File: src/rtl/mem_access_ctrl_if.sv
// Request/acknowledge bus between the pipeline's memory-access controller and data memory.
// Handshake: mem_req stays high with mem_we/mem_addr/mem_wdata stable until a cycle with mem_ack=1 (mem_rdata valid then).
interface mem_access_ctrl_if;
    logic        mem_req;
    logic        mem_we;
    logic [31:0] mem_addr;
    logic [31:0] mem_wdata;
    logic        mem_ack;
    logic [31:0] mem_rdata;

    modport master (
        output mem_req, mem_we, mem_addr, mem_wdata,
        input  mem_ack, mem_rdata
    );

    modport slave (
        input  mem_req, mem_we, mem_addr, mem_wdata,
        output mem_ack, mem_rdata
    );
endinterface

File: src/rtl/mem_access_ctrl.sv
// Sequences the EX/MEM data-memory access over a req/ack bus, stalling the pipeline until it completes.
// Misaligned accesses are dropped with a one-cycle flag; unanswered requests abort after TIMEOUT cycles.
module mem_access_ctrl #(
    parameter int MEMREAD_BIT  = 3,
    parameter int MEMWRITE_BIT = 2,
    parameter int TIMEOUT      = 16,
    parameter int CNT_W        = 5
) (
    input  logic                clk,
    input  logic                rst_n,
    input  logic [8:0]          i_ctrl_sig,
    input  logic [31:0]         i_address,
    input  logic [31:0]         i_write_data,
    input  logic                i_err_clr,
    mem_access_ctrl_if.master   mem,
    output logic                o_stall,
    output logic [31:0]         o_read_data,
    output logic                o_rdata_valid,
    output logic                o_misalign_err,
    output logic                o_timeout_err,
    output logic [1:0]          o_state
);

    typedef enum logic [1:0] {
        IDLE   = 2'd0,
        ACCESS = 2'd1,
        DONE   = 2'd2
    } state_t;

    state_t             r_state;
    logic               r_req;
    logic               r_we;
    logic [31:0]        r_addr;
    logic [31:0]        r_wdata;
    logic [31:0]        r_read_data;
    logic               r_rdata_valid;
    logic               r_misalign_err;
    logic               r_timeout_err;
    logic [CNT_W-1:0]   r_cnt;

    logic w_mem_read;
    logic w_mem_write;
    logic w_op;
    logic w_aligned;
    logic w_unused_ctrl;

    assign w_mem_read    = i_ctrl_sig[MEMREAD_BIT];
    assign w_mem_write   = i_ctrl_sig[MEMWRITE_BIT];
    assign w_op          = w_mem_read | w_mem_write;
    assign w_aligned     = (i_address[1:0] == 2'b00);
    assign w_unused_ctrl = &{1'b0, i_ctrl_sig};

    always_ff @(posedge clk or negedge rst_n) begin
        if (!rst_n) begin
            r_state        <= IDLE;
            r_req          <= 1'b0;
            r_we           <= 1'b0;
            r_addr         <= 32'd0;
            r_wdata        <= 32'd0;
            r_read_data    <= 32'd0;
            r_rdata_valid  <= 1'b0;
            r_misalign_err <= 1'b0;
            r_timeout_err  <= 1'b0;
            r_cnt          <= '0;
        end else begin
            r_rdata_valid  <= 1'b0;
            r_misalign_err <= 1'b0;
            // A timeout set below overrides this clear in the same cycle.
            if (i_err_clr) r_timeout_err <= 1'b0;

            case (r_state)
                IDLE: begin
                    if (w_op && w_aligned) begin
                        r_addr  <= i_address;
                        r_wdata <= i_write_data;
                        r_we    <= w_mem_write;
                        r_req   <= 1'b1;
                        r_cnt   <= '0;
                        r_state <= ACCESS;
                    end else if (w_op) begin
                        r_misalign_err <= 1'b1;
                    end
                end
                ACCESS: begin
                    if (mem.mem_ack) begin
                        if (!r_we) r_read_data <= mem.mem_rdata;
                        r_req         <= 1'b0;
                        r_rdata_valid <= 1'b1;
                        r_state       <= DONE;
                    end else if (r_cnt == CNT_W'(TIMEOUT - 1)) begin
                        r_req         <= 1'b0;
                        r_read_data   <= 32'd0;
                        r_timeout_err <= 1'b1;
                        r_rdata_valid <= 1'b1;
                        r_state       <= DONE;
                    end else begin
                        r_cnt <= r_cnt + 1'b1;
                    end
                end
                DONE: begin
                    r_state <= IDLE;
                end
                default: begin
                    r_state <= IDLE;
                    r_req   <= 1'b0;
                end
            endcase
        end
    end

    // DONE deliberately drops stall so the pipeline advances past the finished instruction.
    assign o_stall = ((r_state == IDLE) && w_op && w_aligned) || (r_state == ACCESS);

    assign mem.mem_req   = r_req;
    assign mem.mem_we    = r_we;
    assign mem.mem_addr  = r_addr;
    assign mem.mem_wdata = r_wdata;

    assign o_read_data    = r_read_data;
    assign o_rdata_valid  = r_rdata_valid;
    assign o_misalign_err = r_misalign_err;
    assign o_timeout_err  = r_timeout_err;
    assign o_state        = r_state;

endmodule

File: src/flat_wrapper.sv
// flat-port wrapper written by rule: the top's interface ports become plain ports
module mem_access_ctrl_flat 
#(
    parameter int MEMREAD_BIT  = 3,
    parameter int MEMWRITE_BIT = 2,
    parameter int TIMEOUT      = 16,
    parameter int CNT_W        = 5
)
  (clk, rst_n, i_ctrl_sig, i_address, i_write_data, i_err_clr, o_stall, o_read_data, o_rdata_valid, o_misalign_err, o_timeout_err, o_state, mem_mem_req, mem_mem_we, mem_mem_addr, mem_mem_wdata, mem_mem_ack, mem_mem_rdata);
  mem_access_ctrl_if mem_i ();
  input  logic clk;
  input  logic rst_n;
  input  logic [8:0] i_ctrl_sig;
  input  logic [31:0] i_address;
  input  logic [31:0] i_write_data;
  input  logic i_err_clr;
  output logic o_stall;
  output logic [31:0] o_read_data;
  output logic o_rdata_valid;
  output logic o_misalign_err;
  output logic o_timeout_err;
  output logic [1:0] o_state;
  output wire logic [$bits(mem_i.mem_req)-1:0] mem_mem_req;
  output wire logic [$bits(mem_i.mem_we)-1:0] mem_mem_we;
  output wire logic [$bits(mem_i.mem_addr)-1:0] mem_mem_addr;
  output wire logic [$bits(mem_i.mem_wdata)-1:0] mem_mem_wdata;
  input wire logic [$bits(mem_i.mem_ack)-1:0] mem_mem_ack;
  input wire logic [$bits(mem_i.mem_rdata)-1:0] mem_mem_rdata;
  assign mem_mem_req = mem_i.mem_req;
  assign mem_mem_we = mem_i.mem_we;
  assign mem_mem_addr = mem_i.mem_addr;
  assign mem_mem_wdata = mem_i.mem_wdata;
  assign mem_i.mem_ack = mem_mem_ack;
  assign mem_i.mem_rdata = mem_mem_rdata;
  mem_access_ctrl #(.MEMREAD_BIT(MEMREAD_BIT), .MEMWRITE_BIT(MEMWRITE_BIT), .TIMEOUT(TIMEOUT), .CNT_W(CNT_W)) u_core (.clk(clk), .rst_n(rst_n), .i_ctrl_sig(i_ctrl_sig), .i_address(i_address), .i_write_data(i_write_data), .i_err_clr(i_err_clr), .mem(mem_i), .o_stall(o_stall), .o_read_data(o_read_data), .o_rdata_valid(o_rdata_valid), .o_misalign_err(o_misalign_err), .o_timeout_err(o_timeout_err), .o_state(o_state));
endmodule
File: config.mk
export PLATFORM = sky130hd
export DESIGN_NAME = mem_access_ctrl_flat
export DESIGN_NICKNAME = d
export VERILOG_FILES = /design/src/rtl/mem_access_ctrl_if.sv /design/src/rtl/mem_access_ctrl.sv /design/src/flat_wrapper.sv
export SDC_FILE = /design/constraint.sdc
export NUM_CORES = 1
export LEC_CHECK = 0
export BUFFER_PORTS_ARGS = -buffer_cell sky130_fd_sc_hd__buf_2
export CORE_AREA = 8 8 92 135
export CTS_BUF_LIST = sky130_fd_sc_hd__clkbuf_2
export DETAILED_ROUTE_END_ITERATION = 8
export DIE_AREA = 0 0 100 143
export HOLD_SLACK_MARGIN = 0.06
export PLACE_DENSITY = 0.86
export SLEW_MARGIN = 40
export SYNTH_ARGS = -nofsm -noshare
export SYNTH_HDL_FRONTEND = slang
export SYNTH_SLANG_ARGS = --single-unit
File: constraint.sdc
create_clock -name clk -period 1.9 [get_ports clk]
set_input_delay 0.38 -clock clk [delete_from_list [all_inputs] [get_ports clk]]
set_output_delay 0.38 -clock clk [all_outputs]
set_load 0.005 [all_outputs]
==> results.sh <==
export IMPL_r2r_start="u_core.r_cnt[0]"
export IMPL_clockBufferDepth=2
export IMPL_synth_top_area_share_pct=61.91
export IMPL_holdWs_ns=0.1590
export IMPL_htree_num_levels=3
export IMPL_port_buffers=205
export IMPL_path_clk_slew_ns=0.30
export IMPL_grt_pass1_wl_mm=21.82
export IMPL_yosys_cell_types_count=30
export IMPL_ant_nets=0
export IMPL_grt_antenna_before_repair=1
export IMPL_dp_hpwl_mm=9.280
export IMPL_nNetsFinal=765
export IMPL_track_usage_pct=19.49
export IMPL_grt_ovfl_total=0
export IMPL_grt_pass1_vias=4335
export IMPL_layout_setup_ws_ns=-0.2332
export IMPL_clkSinkCount=108
export IMPL_worstPathArrival_ns=1.75
export IMPL_rsz0062_at_grt="yes"
export IMPL_cts_root_buf="clkbuf_2"
export IMPL_relSlewSlack_pct=76.77
export IMPL_drt_initial_drc_count=101
export IMPL_core_area_mm2=0.01048
export IMPL_violations="negative setup slack"
export IMPL_drv_slew=0
export IMPL_fill_cells=768
export IMPL_num_rows=46
export IMPL_fin_total_pwr_mw=6.468
export IMPL_initial_core_util_pct=41.67
export IMPL_vias=3783
export IMPL_endpoint_kind="primary output"
export IMPL_maxCapViolations=0
export IMPL_syn_nets=439
export IMPL_max_freq_ghz=0.4688
export IMPL_drc=0
export IMPL_first_pass_iters=4
export IMPL_place_gp_congestion=0.7486
export IMPL_setup_viol=5
export IMPL_netlist_area_mm2=0.004365
export IMPL_die_h_um=143
export IMPL_dieArea_mm2=0.01430
export IMPL_drt_wl_total_mm=14.06
export IMPL_path_class="reg2out"
export IMPL_syn_inst=327
export IMPL_vias_per_cell=4.705
export IMPL_fin_worst_skew_ns=0.03265
export IMPL_synth_seq_cells=108
export IMPL_min_path_type="in2async"
export IMPL_area_growth_pct=58.50
export IMPL_worstReg2RegEnd="u_core.r_cnt[2]"
export IMPL_path_max_fanout=2
export IMPL_syn_area_per_cell_um2=13.35
export IMPL_ys_seq_area_share_pct=61.91
export IMPL_yosysWarnings=0
export IMPL_grt_start_max_net_pins=41
export IMPL_max_vdd_ir_drop_uv=513.6
export IMPL_hold_viol_final=0
export IMPL_cts_tree="done"
export IMPL_status="finished with violations"
export IMPL_tightest_slew_ns=0.3453
export IMPL_final_seq_area_mm2=0.002705
export IMPL_num_io_pins=213
export IMPL_start_kind="register"
export IMPL_cts_buffers_inserted=9
export IMPL_fin_crit_ns=2.133
export IMPL_finalCritPeriodShare_pct=112.3
export IMPL_r2r_cells=6
export IMPL_ys_flop_type="dfrtp_1"
export IMPL_die_w_um=100
export IMPL_drive_above_1_share_pct=50.61
export IMPL_reg2reg_slack_ns=-0.03
export IMPL_synthTopCellsByArea="dfrtp_1, mux2_2, mux2i_1"
export IMPL_async_flop_share_pct=100.0
export IMPL_required_ns=1.52
export IMPL_leakagePower_nw=3.638
export IMPL_synth_edf_count=0
export IMPL_synth_area_leader_cell="dfrtp_1"
export IMPL_multiInputGateArea_mm2=0.001485
export IMPL_routedWlPerCell_um=17.49
export IMPL_p_per_area_mw_per_mm2=934.8
export IMPL_clock_latency_ns=0.54
## cells in the mapped netlist, types with 2 or more instances
| cell type | instances |
|---|---|
| nor3b_1 | 2 |
| nand2_1 | 39 |
| ha_1 | 3 |
| dfrtp_1 | 108 |
| inv_1 | 36 |
| clkbuf_1 | 4 |
| and2_2 | 2 |
| o22ai_1 | 3 |
| o31ai_1 | 2 |
| mux2_2 | 62 |
| buf_2 | 7 |
| nor2_1 | 6 |
| buf_4 | 5 |
| mux2i_1 | 32 |
## area by class of cell
cell class,instances,share of cell area (%)
Antenna cell,2,0.07233
Tap cell,144,2.604
Timing Repair Buffer,332,33.47
Multi-Input combinational cell,166,21.46
Sequential cell,108,39.10
Inverter,36,1.953
Clock buffer,11,0.7957
Clock inverter,5,0.5425
## through the flow
| step | utilization, % | cell area (µm²) | TNS [ns] | worst slack (ns) | cells |
|---|---|---|---|---|---|
| 2_1_floorplan | - | 4392 | -0.1340 | -0.07668 | 327 |
| 3_3_place_gp | 54.55 | 5714 | -0.3016 | -0.09219 | 678 |
| 3_5_place_dp | 54.55 | 5714 | -0.6318 | -0.1982 | 678 |
| 4_1_cts | 65.42 | 6853 | -0.2884 | -0.2842 | 798 |
| 5_1_grt | 66.05 | 6919 | -0.6063 | -0.3382 | 804 |
| 6_report | 66.05 | 6919 | -0.2948 | -0.2332 | 804 |
## worst max-delay path, stage by stage (launching register included)
cell	delay [ns]
dfrtp_2	0.48
or4_4	0.55
nand2_2	0.10
buf_6	0.09
## state kept, by name (all words and copies together), names as in the netlist
register / count
u_core.mem.mem_wdata: 32
u_core.o_state: 2
u_core.mem.mem_addr: 32
u_core.mem.mem_req: 1
u_core.r_cnt: 5
u_core.mem.mem_we: 1
u_core.o_rdata_valid: 1
u_core.o_read_data: 32
u_core.o_misalign_err: 1
u_core.o_timeout_err: 1
## how the worst max path moves through the flow
stage                      startpoint         endpoint  slack, ns  cells after the start
detailed placement    u_core.r_cnt[1]  u_core.r_cnt[2]      -0.20                      6
global placement      u_core.r_cnt[1]  u_core.r_cnt[2]      -0.09                      5
CTS                 u_core.o_state[1]          o_stall      -0.28                      3
floorplan             u_core.r_cnt[1]  u_core.r_cnt[2]      -0.08                      6
global route        u_core.o_state[1]          o_stall      -0.34                      3
finish              u_core.o_state[1]          o_stall      -0.23                      3
## metal layers
layer | part of all wire [%] | track usage [%]
met1 | 35 | 19.58
met2 | 53 | 34.58
met3 | 9.1 | 7.505
met4 | 2.9 | 8.800
met5 | 0 | 0
## cell families after synthesis
logic type               synth area share [%]
multiplexers                            23.67
AO/OA/AOI/OAI                           1.519
XOR/XNOR                               0.2007
adder cells (fa/ha/maj)                0.8599
flip-flops                              61.91
AND/OR/NAND/NOR                         6.477
buffers and inverters                   5.360
## placed cells by master (no fill, tap or decap), drive strengths merged
cell           n
a211o          1
a311o          1
and2           2
and3           1
buf          234
clkbuf        11
clkinv         3
clkinvlp       1
dfrtp        108
diode          2
dlygate4sd3   98
ha             3
inv           37
mux2          63
mux2i         32
nand2         39
nand2b         1
nand3          1
nor2           6
nor3b          2
nor4           2
o21ai          1
o22ai          3
o31ai          2
o32ai          1
or2            2
or4            1
or4b           1
xor2           1
## power breakdown
part / internal [mW] / total (mW) / switching [mW]
clock network: 0.189 / 0.930 / 0.740
logic: 1.26 / 2.23 / 0.974
registers: 2.96 / 3.31 / 0.351
## timing repair
| action | 4_1_cts | 5_1_grt |
|---|---|---|
| endpoints found under the setup margin | 6 | 5 |
| resized for setup | 7 | 7 |
| hold endpoints to repair | 204 | 1 |
| pin swaps | 6 | 1 |
| hold buffers | 97 | 1 |
| setup buffers | 7 | 3 |
| gates cloned | 0 | 0 |
Power figures use the tool's default switching activity.
